**src/rtl/rgb_pwm_pkg.sv**
```systemverilog
// Shared constants, parser state type and baud helper for the UART-driven PWM LED block.
package rgb_pwm_pkg;

    localparam int         HDR_FLAG = 7;
    localparam logic [7:0] NAK_BYTE = 8'h15;

    typedef enum logic {
        HDR,
        DUTY
    } parser_state_e;

    typedef enum logic [1:0] {
        RX_IDLE,
        RX_START,
        RX_DATA,
        RX_STOP
    } rx_state_e;

    function automatic int clks_per_bit(input int clk_hz, input int baud);
        return clk_hz / baud;
    endfunction

    // An acknowledge echoes the header byte, which is the flag bit plus the channel number.
    function automatic logic [7:0] ack_byte(input logic [6:0] ch);
        return {1'b1, ch};
    endfunction

endpackage

```
**src/rtl/uart_rx_byte.sv**
```systemverilog
// 8N1 receiver: two-flop synchronizer, mid-start glitch rejection, centre sampling, stop-bit check.
module uart_rx_byte
    import rgb_pwm_pkg::*;
#(
    parameter int CLKS_PER_BIT = 104
) (
    input  logic       pll_clk,
    input  logic       rst_n,
    input  logic       rx_i,
    output logic [7:0] data_o,
    output logic       valid_o
);

    localparam int CW = $clog2(CLKS_PER_BIT);
    localparam logic [CW-1:0] HALF_M1 = CW'(CLKS_PER_BIT / 2 - 1);
    localparam logic [CW-1:0] FULL_M1 = CW'(CLKS_PER_BIT - 1);

    rx_state_e     state_q, state_d;
    logic          meta_q, sync_q, prev_q;
    logic [CW-1:0] cnt_q, cnt_d;
    logic [2:0]    bit_q, bit_d;
    logic [7:0]    shift_q, shift_d;
    logic [7:0]    data_q, data_d;
    logic          valid_q, valid_d;

    always_ff @(posedge pll_clk or negedge rst_n) begin
        if (!rst_n) begin
            state_q <= RX_IDLE;
            meta_q  <= 1'b1;
            sync_q  <= 1'b1;
            prev_q  <= 1'b1;
            cnt_q   <= '0;
            bit_q   <= '0;
            shift_q <= '0;
            data_q  <= '0;
            valid_q <= 1'b0;
        end else begin
            state_q <= state_d;
            meta_q  <= rx_i;
            sync_q  <= meta_q;
            prev_q  <= sync_q;
            cnt_q   <= cnt_d;
            bit_q   <= bit_d;
            shift_q <= shift_d;
            data_q  <= data_d;
            valid_q <= valid_d;
        end
    end

    always_comb begin
        state_d = state_q;
        case (state_q)
            RX_IDLE:  if (prev_q && !sync_q) state_d = RX_START;
            RX_START: if (cnt_q == HALF_M1) state_d = sync_q ? RX_IDLE : RX_DATA;
            RX_DATA:  if (cnt_q == FULL_M1 && bit_q == 3'd7) state_d = RX_STOP;
            RX_STOP:  if (cnt_q == FULL_M1) state_d = RX_IDLE;
            default:  state_d = RX_IDLE;
        endcase
    end

    always_comb begin
        cnt_d   = cnt_q + 1'b1;
        bit_d   = bit_q;
        shift_d = shift_q;
        data_d  = data_q;
        valid_d = 1'b0;
        case (state_q)
            RX_IDLE: begin
                cnt_d = '0;
                bit_d = '0;
            end
            RX_START: if (cnt_q == HALF_M1) cnt_d = '0;
            RX_DATA: if (cnt_q == FULL_M1) begin
                cnt_d   = '0;
                bit_d   = bit_q + 1'b1;
                shift_d = {sync_q, shift_q[7:1]};
            end
            RX_STOP: if (cnt_q == FULL_M1) begin
                cnt_d = '0;
                // A low stop bit is a framing error; the byte is silently dropped.
                if (sync_q) begin
                    valid_d = 1'b1;
                    data_d  = shift_q;
                end
            end
            default: cnt_d = '0;
        endcase
    end

    assign data_o  = data_q;
    assign valid_o = valid_q;

endmodule

```
**src/rtl/rgb_pwm_uart.sv**
```systemverilog
// Two-byte UART command parser writing per-channel PWM shadow registers, with ACK/NAK reply.
module rgb_pwm_uart
    import rgb_pwm_pkg::*;
#(
    parameter int CLK_HZ         = 12_000_000,
    parameter int BAUD           = 115_200,
    parameter int NUM_CH         = 3,
    parameter int PWM_BITS       = 8,
    parameter int LED_ACTIVE_LOW = 1,
    parameter int TIMEOUT_BITS   = 32
) (
    input  logic              pll_clk,
    input  logic              rst_n,
    input  logic              uart_rx_i,
    output logic              uart_tx_o,
    output logic [NUM_CH-1:0] led_o
);

    localparam int CPB         = clks_per_bit(CLK_HZ, BAUD);
    localparam int CW          = $clog2(CPB);
    localparam int TIMEOUT_CYC = TIMEOUT_BITS * CPB;
    localparam int TW          = $clog2(TIMEOUT_CYC + 1);
    localparam logic OFF_LVL   = 1'(LED_ACTIVE_LOW);

    logic [7:0] rx_data;
    logic       rx_valid;

    uart_rx_byte #(
        .CLKS_PER_BIT(CPB)
    ) u_rx (
        .pll_clk (pll_clk),
        .rst_n   (rst_n),
        .rx_i    (uart_rx_i),
        .data_o  (rx_data),
        .valid_o (rx_valid)
    );

    parser_state_e pstate_q, pstate_d;
    logic [6:0]    ch_q;
    logic [TW-1:0] timeout_q;
    logic          hdr_latch, duty_rx, ch_ok, wr_en;
    logic [7:0]    reply_byte;

    always_ff @(posedge pll_clk or negedge rst_n) begin
        if (!rst_n) pstate_q <= HDR;
        else        pstate_q <= pstate_d;
    end

    always_comb begin
        pstate_d = pstate_q;
        case (pstate_q)
            HDR:  if (rx_valid && rx_data[HDR_FLAG]) pstate_d = DUTY;
            DUTY: if (rx_valid || timeout_q == TW'(TIMEOUT_CYC - 1)) pstate_d = HDR;
            default: pstate_d = HDR;
        endcase
    end

    always_comb begin
        hdr_latch  = (pstate_q == HDR) && rx_valid && rx_data[HDR_FLAG];
        duty_rx    = (pstate_q == DUTY) && rx_valid;
        ch_ok      = ch_q < 7'(NUM_CH);
        wr_en      = duty_rx && ch_ok;
        reply_byte = ch_ok ? ack_byte(ch_q) : NAK_BYTE;
    end

    logic       tx_req_q;
    logic [7:0] tx_byte_q;

    always_ff @(posedge pll_clk or negedge rst_n) begin
        if (!rst_n) begin
            ch_q      <= '0;
            timeout_q <= '0;
            tx_req_q  <= 1'b0;
            tx_byte_q <= '0;
        end else begin
            if (hdr_latch) ch_q <= rx_data[6:0];
            if (hdr_latch)              timeout_q <= '0;
            else if (pstate_q == DUTY)  timeout_q <= timeout_q + 1'b1;
            tx_req_q <= duty_rx;
            if (duty_rx) tx_byte_q <= reply_byte;
        end
    end

    logic          tx_q, tx_busy_q;
    logic [8:0]    tx_shift_q;
    logic [CW-1:0] tx_cnt_q;
    logic [3:0]    tx_bit_q;

    // Bit index 0 is the start bit, 1..8 data, 9 the stop bit; requests while busy are dropped.
    always_ff @(posedge pll_clk or negedge rst_n) begin
        if (!rst_n) begin
            tx_q       <= 1'b1;
            tx_busy_q  <= 1'b0;
            tx_shift_q <= '1;
            tx_cnt_q   <= '0;
            tx_bit_q   <= '0;
        end else if (!tx_busy_q) begin
            if (tx_req_q) begin
                tx_busy_q  <= 1'b1;
                tx_shift_q <= {1'b1, tx_byte_q};
                tx_q       <= 1'b0;
                tx_cnt_q   <= '0;
                tx_bit_q   <= '0;
            end
        end else if (tx_cnt_q == CW'(CPB - 1)) begin
            tx_cnt_q <= '0;
            if (tx_bit_q == 4'd9) begin
                tx_busy_q <= 1'b0;
            end else begin
                tx_q       <= tx_shift_q[0];
                tx_shift_q <= {1'b1, tx_shift_q[8:1]};
                tx_bit_q   <= tx_bit_q + 1'b1;
            end
        end else begin
            tx_cnt_q <= tx_cnt_q + 1'b1;
        end
    end

    assign uart_tx_o = tx_q;

    logic [PWM_BITS-1:0] cnt_q;
    logic [PWM_BITS-1:0] shadow_q [NUM_CH];
    logic [PWM_BITS-1:0] active_q [NUM_CH];
    logic [NUM_CH-1:0]   wr_hit, lit, led_q;
    logic [PWM_BITS-1:0] duty_val;
    logic                wrap;

    assign duty_val = rx_data[7 -: PWM_BITS];
    assign wrap     = (cnt_q == '1);

    generate
        for (genvar gi = 0; gi < NUM_CH; gi++) begin : g_ch
            assign wr_hit[gi] = wr_en && (ch_q == 7'(gi));
            assign lit[gi]    = cnt_q < active_q[gi];
        end
    endgenerate

    // Active copies load together at the wrap so a period never mixes old and new duties.
    always_ff @(posedge pll_clk or negedge rst_n) begin
        if (!rst_n) begin
            cnt_q <= '0;
            led_q <= {NUM_CH{OFF_LVL}};
            for (int i = 0; i < NUM_CH; i++) begin
                shadow_q[i] <= '0;
                active_q[i] <= '0;
            end
        end else begin
            cnt_q <= cnt_q + 1'b1;
            led_q <= lit ^ {NUM_CH{OFF_LVL}};
            for (int i = 0; i < NUM_CH; i++) begin
                if (wr_hit[i]) shadow_q[i] <= duty_val;
                if (wrap)      active_q[i] <= shadow_q[i];
            end
        end
    end

    assign led_o = led_q;

endmodule

```
**config.mk**
```make
export PLATFORM = sky130hd
export DESIGN_NAME = rgb_pwm_uart
export DESIGN_NICKNAME = d
export VERILOG_FILES = /design/src/rtl/rgb_pwm_pkg.sv /design/src/rtl/uart_rx_byte.sv /design/src/rtl/rgb_pwm_uart.sv
export SDC_FILE = /design/constraint.sdc
export NUM_CORES = 1
export LEC_CHECK = 0
export ABC_AREA = 1
export CORE_AREA = 2 2 120 122
export CTS_BUF_LIST = sky130_fd_sc_hd__clkbuf_8
export DETAILED_ROUTE_END_ITERATION = 7
export DIE_AREA = 0 0 122 124
export GPL_TIMING_DRIVEN = 0
export PLACE_DENSITY = 0.77
export SETUP_SLACK_MARGIN = 0.02
export SYNTH_ARGS = -nofsm -noshare
export SYNTH_HDL_FRONTEND = slang
export SYNTH_HIERARCHICAL = 1
export SYNTH_SLANG_ARGS = --single-unit
```
**constraint.sdc**
```tcl
create_clock -name pll_clk -period 1.55 [get_ports pll_clk]
set_clock_uncertainty 0.1 [all_clocks]
set_input_delay 0.2325 -clock pll_clk [delete_from_list [all_inputs] [get_ports pll_clk]]
set_output_delay 0.2325 -clock pll_clk [all_outputs]
set_load 0.02 [all_outputs]
```
==> results.sh <==
export IMPL_gr_total_overflow=0
export IMPL_place_area_mm2=0.00709
export IMPL_drcViolationCount=0
export IMPL_ios=7
export IMPL_hp_class="input pin to register"
export IMPL_synthTopCellsByArea="dfrtp_1, nand2_1, nand3_1, dfstp_2, ha_1"
export IMPL_cts_root_buf="clkbuf_8"
export IMPL_grt_antenna_before_repair=0
export IMPL_gr_usage_met2_pct=31.1
export IMPL_tritoncts="built"
export IMPL_grt_usage_pct=18.5
export IMPL_synth_seq_cells=141
export IMPL_r2r_start="u_rx/cnt_q[1]$_DFF_PN0_"
export IMPL_start_util_pct=49.3
export IMPL_min_from="uart_rx_i"
export IMPL_synthCells=785
export IMPL_die_w_um=122
export IMPL_hold_violations=0
export IMPL_regArea_mm2=0.00355
export IMPL_synth_top_area_share_pct=46.6
export IMPL_mappedNetlistNets=818
export IMPL_tightest_slew_ns=0.506
export IMPL_fmax_ghz=0.655
export IMPL_critPathLaunch="u_rx/cnt_q[1]$_DFF_PN0_"
export IMPL_drv_slew=0
export IMPL_postSynthAreaPerCell_um2=8.62
export IMPL_finalWirelength_um=13100
export IMPL_antenna_cells=0
export IMPL_power_density_mw_per_mm2=869
export IMPL_path_class="register to register"
export IMPL_drtIter0Drc=310
export IMPL_grt_pass1_vias=5072
export IMPL_hold_depth=1
export IMPL_rr_worst_depth=9
export IMPL_synth_main_ff_cell="dfrtp_1"
export IMPL_synth_xor_area_share_pct=1.04
export IMPL_firstDrtPassIters=5
export IMPL_port_buffers=6
export IMPL_nNetsFinal=883
export IMPL_total_power_w=0.00693
export IMPL_cts_sinks=141
export IMPL_multiInputGateArea_mm2=0.00292
export IMPL_async_flop_share_pct=100
export IMPL_cts_max_level=4
export IMPL_hpwl_um=8520
export IMPL_p_leak_nw=4.13
export IMPL_min_period_ns=1.53
export IMPL_drive_above_1_share_pct=21.4
export IMPL_cp_max_fo=6
export IMPL_yosysTopAreaCell="dfrtp_1"
export IMPL_use_met1_pct=23.4
export IMPL_grt_setup_unrepaired="yes"
export IMPL_use_met3_pct=3.80
export IMPL_synth_top_family_by_area="simple AND/OR/NAND/NOR gates"
export IMPL_grt_max_degree=103
export IMPL_cts_buffer_depth=2
export IMPL_drv_cap=0
export IMPL_synth_compound_area_share_pct=5.77
export IMPL_crit_arrival_ns=1.81
export IMPL_cp_start_kind="register"
export IMPL_grt_first_pass_wirelength_um=22300
export IMPL_wl_per_cell_um=12.5
export IMPL_status="finished clean"
export IMPL_synth_adder_area_share_pct=5.55
export IMPL_clkTransAtPathRegs_ns=0.07
export IMPL_synth_area_mux_share_pct=0.832
export IMPL_place_gp_congestion=0.784
export IMPL_vias=5204
export IMPL_synth_edf_count=0
export IMPL_top_usage_layer="met2"
export IMPL_design_area_mm2=0.00798
export IMPL_worstSkewPairLatency_ns=0.44
export IMPL_yosysSeqAreaShare_pct=52.4
export IMPL_required_ns=1.83
export IMPL_cp_end_kind="register"
export IMPL_synth_cell_type_count=39
export IMPL_area_growth_pct=17.9
export IMPL_dieArea_mm2=0.0151
export IMPL_irDropWorstVdd_mv=0.448
export IMPL_cts_buffers_inserted=17
export IMPL_postRouteAntennaNets=0
export IMPL_synthSimpleGateAreaFrac_pct=27.9
export IMPL_row_count=43
export IMPL_post_route_period_util_pct=98.4
export IMPL_max_slew_margin_pct=66.3
export IMPL_ys_warn_count=6
export IMPL_syn_area_mm2=0.00677
export IMPL_core_mm2=0.0137
export IMPL_setup_viol=0
export IMPL_viasPerCell=4.99
export IMPL_n_fill_cell=1185
export IMPL_die_height_um=124
report_power, final:
part           internal [W]  switching [W]
combinational      0.000225       0.000398
clock               0.00114        0.00133
sequential          0.00375      0.0000856
cell usage after synthesis, types with 4 or more instances:
cell,number
nand2_1,258
dfrtp_1,126
nand3_1,85
inv_1,78
nor2_1,56
ha_1,30
a21oi_1,23
o21ai_2,16
dfstp_2,15
o21ai_0,12
nand4_1,11
clkbuf_1,8
buf_2,7
inv_2,6
xor2_1,6
mux2_2,5
nand2_4,5
nand2_2,4
per-stage QoR:
stage	setup TNS [ns]	hold WS, ns	utilization, %	setup slack, ns	std cells
finish	0	0.0889	58.1	0.0242	1043
global placement	-746.01	0.246	51.4	-5.44	971
CTS	0	0.0643	55.8	0.0212	1025
global route	-0.747	0.0831	58.1	-0.0494	1043
floorplan	0	-0.163	-	0.0345	785
detailed placement	-8.30	0.0664	51.6	-0.228	972
state kept, by name (all words and copies together) (netlist names), 3 cells and up, named ones only:
name / cells
active_q: 24
ch_q: 7
cnt_q: 8
led_o: 3
shadow_q: 24
timeout_q: 12
tx_bit_q: 4
tx_byte_q: 8
tx_cnt_q: 7
tx_shift_q: 8
u_rx/bit_q: 3
u_rx/cnt_q: 7
u_rx/data_o: 8
u_rx/shift_q: 8
kinds of logic (layout without fill, tap and decap cells):
family                     after synthesis  count (layout)
xor gates and xnor gates                 8               8
buffers and inverters                  106             184
AOI/OAI and AO/OA                       62              62
adders and majority gates               30              30
DFF                                    141             141
and+or+nand+nor                        433             433
muxes                                    5               5
routing by layer:
layer	part of all wire [%]	wire, um
met1	46	6080
met2	50	6510
met3	2.0	264
met4	1.7	228
met5	0	0
worst max-delay path: stages (launching register included):
cell and delay, ns:
dfrtp_1 0.37, ha_2 0.19, nand2_2 0.07, nor2_4 0.13, nand2_4 0.08, inv_6 0.07
nand3_4 0.11, buf_8 0.18, inv_4 0.06, buf_4 0.10
cell usage in the layout, fill, tap and decap left out, types with 3 or more instances in the layout:
master    count
buf_8         3
nand2_2      11
nor2_2        6
nand3_1      84
nand2_1     243
o21a_1        3
a21oi_1      22
buf_12        3
o21ai_1       3
nand2_4      13
clkbuf_4      4
dfstp_2      15
inv_1        84
o21ai_0      12
nand4_1      11
ha_1         28
dfrtp_2       6
clkinv_2      5
nor3_4        3
buf_6         6
nor2_1       50
clkbuf_8     19
o21ai_2      16
xor2_1        6
nor2_4        6
mux2_2        5
buf_2         6
buf_4        37
dfrtp_1     120
inv_2         6
final cells by class:
| type | instances | area share [%] |
|---|---|---|
| clock buffer | 19 | 3.28 |
| tap | 180 | 2.82 |
| sequential | 141 | 44.6 |
| multi-input combinational | 538 | 36.6 |
| timing repair buffer | 47 | 5.59 |
| inverter | 87 | 4.22 |
| clock inverter | 13 | 0.800 |
| buffer | 18 | 2.12 |
final timing paths:
kind / to / slack, ns
worst max-delay path: u_rx/valid_o$_DFF_PN0_ / 0.02
worst min-delay path: u_rx/meta_q$_DFF_PN1_ / 0.09
worst max register to register: u_rx/valid_o$_DFF_PN0_ / 0.02
worst min register to register: u_rx/sync_q$_DFF_PN1_ / 0.26
max in group asynchronous: pstate_q$_DFF_PN0_ / 0.36
min in group asynchronous: tx_cnt_q[0]$_DFFE_PN0P_ / 0.15
repair_timing:
item | 4_1_cts | 5_1_grt
pin swaps | 8 | 16
buffers inserted | 20 | 16
hold buffers | 1 | 0
resized for setup | 38 | 66
gates cloned | 1 | 2
endpoints found under the setup margin | 84 | 83
endpoints found under the hold margin | 39 | 0
Note: power is estimated with default switching activity, not from simulation.
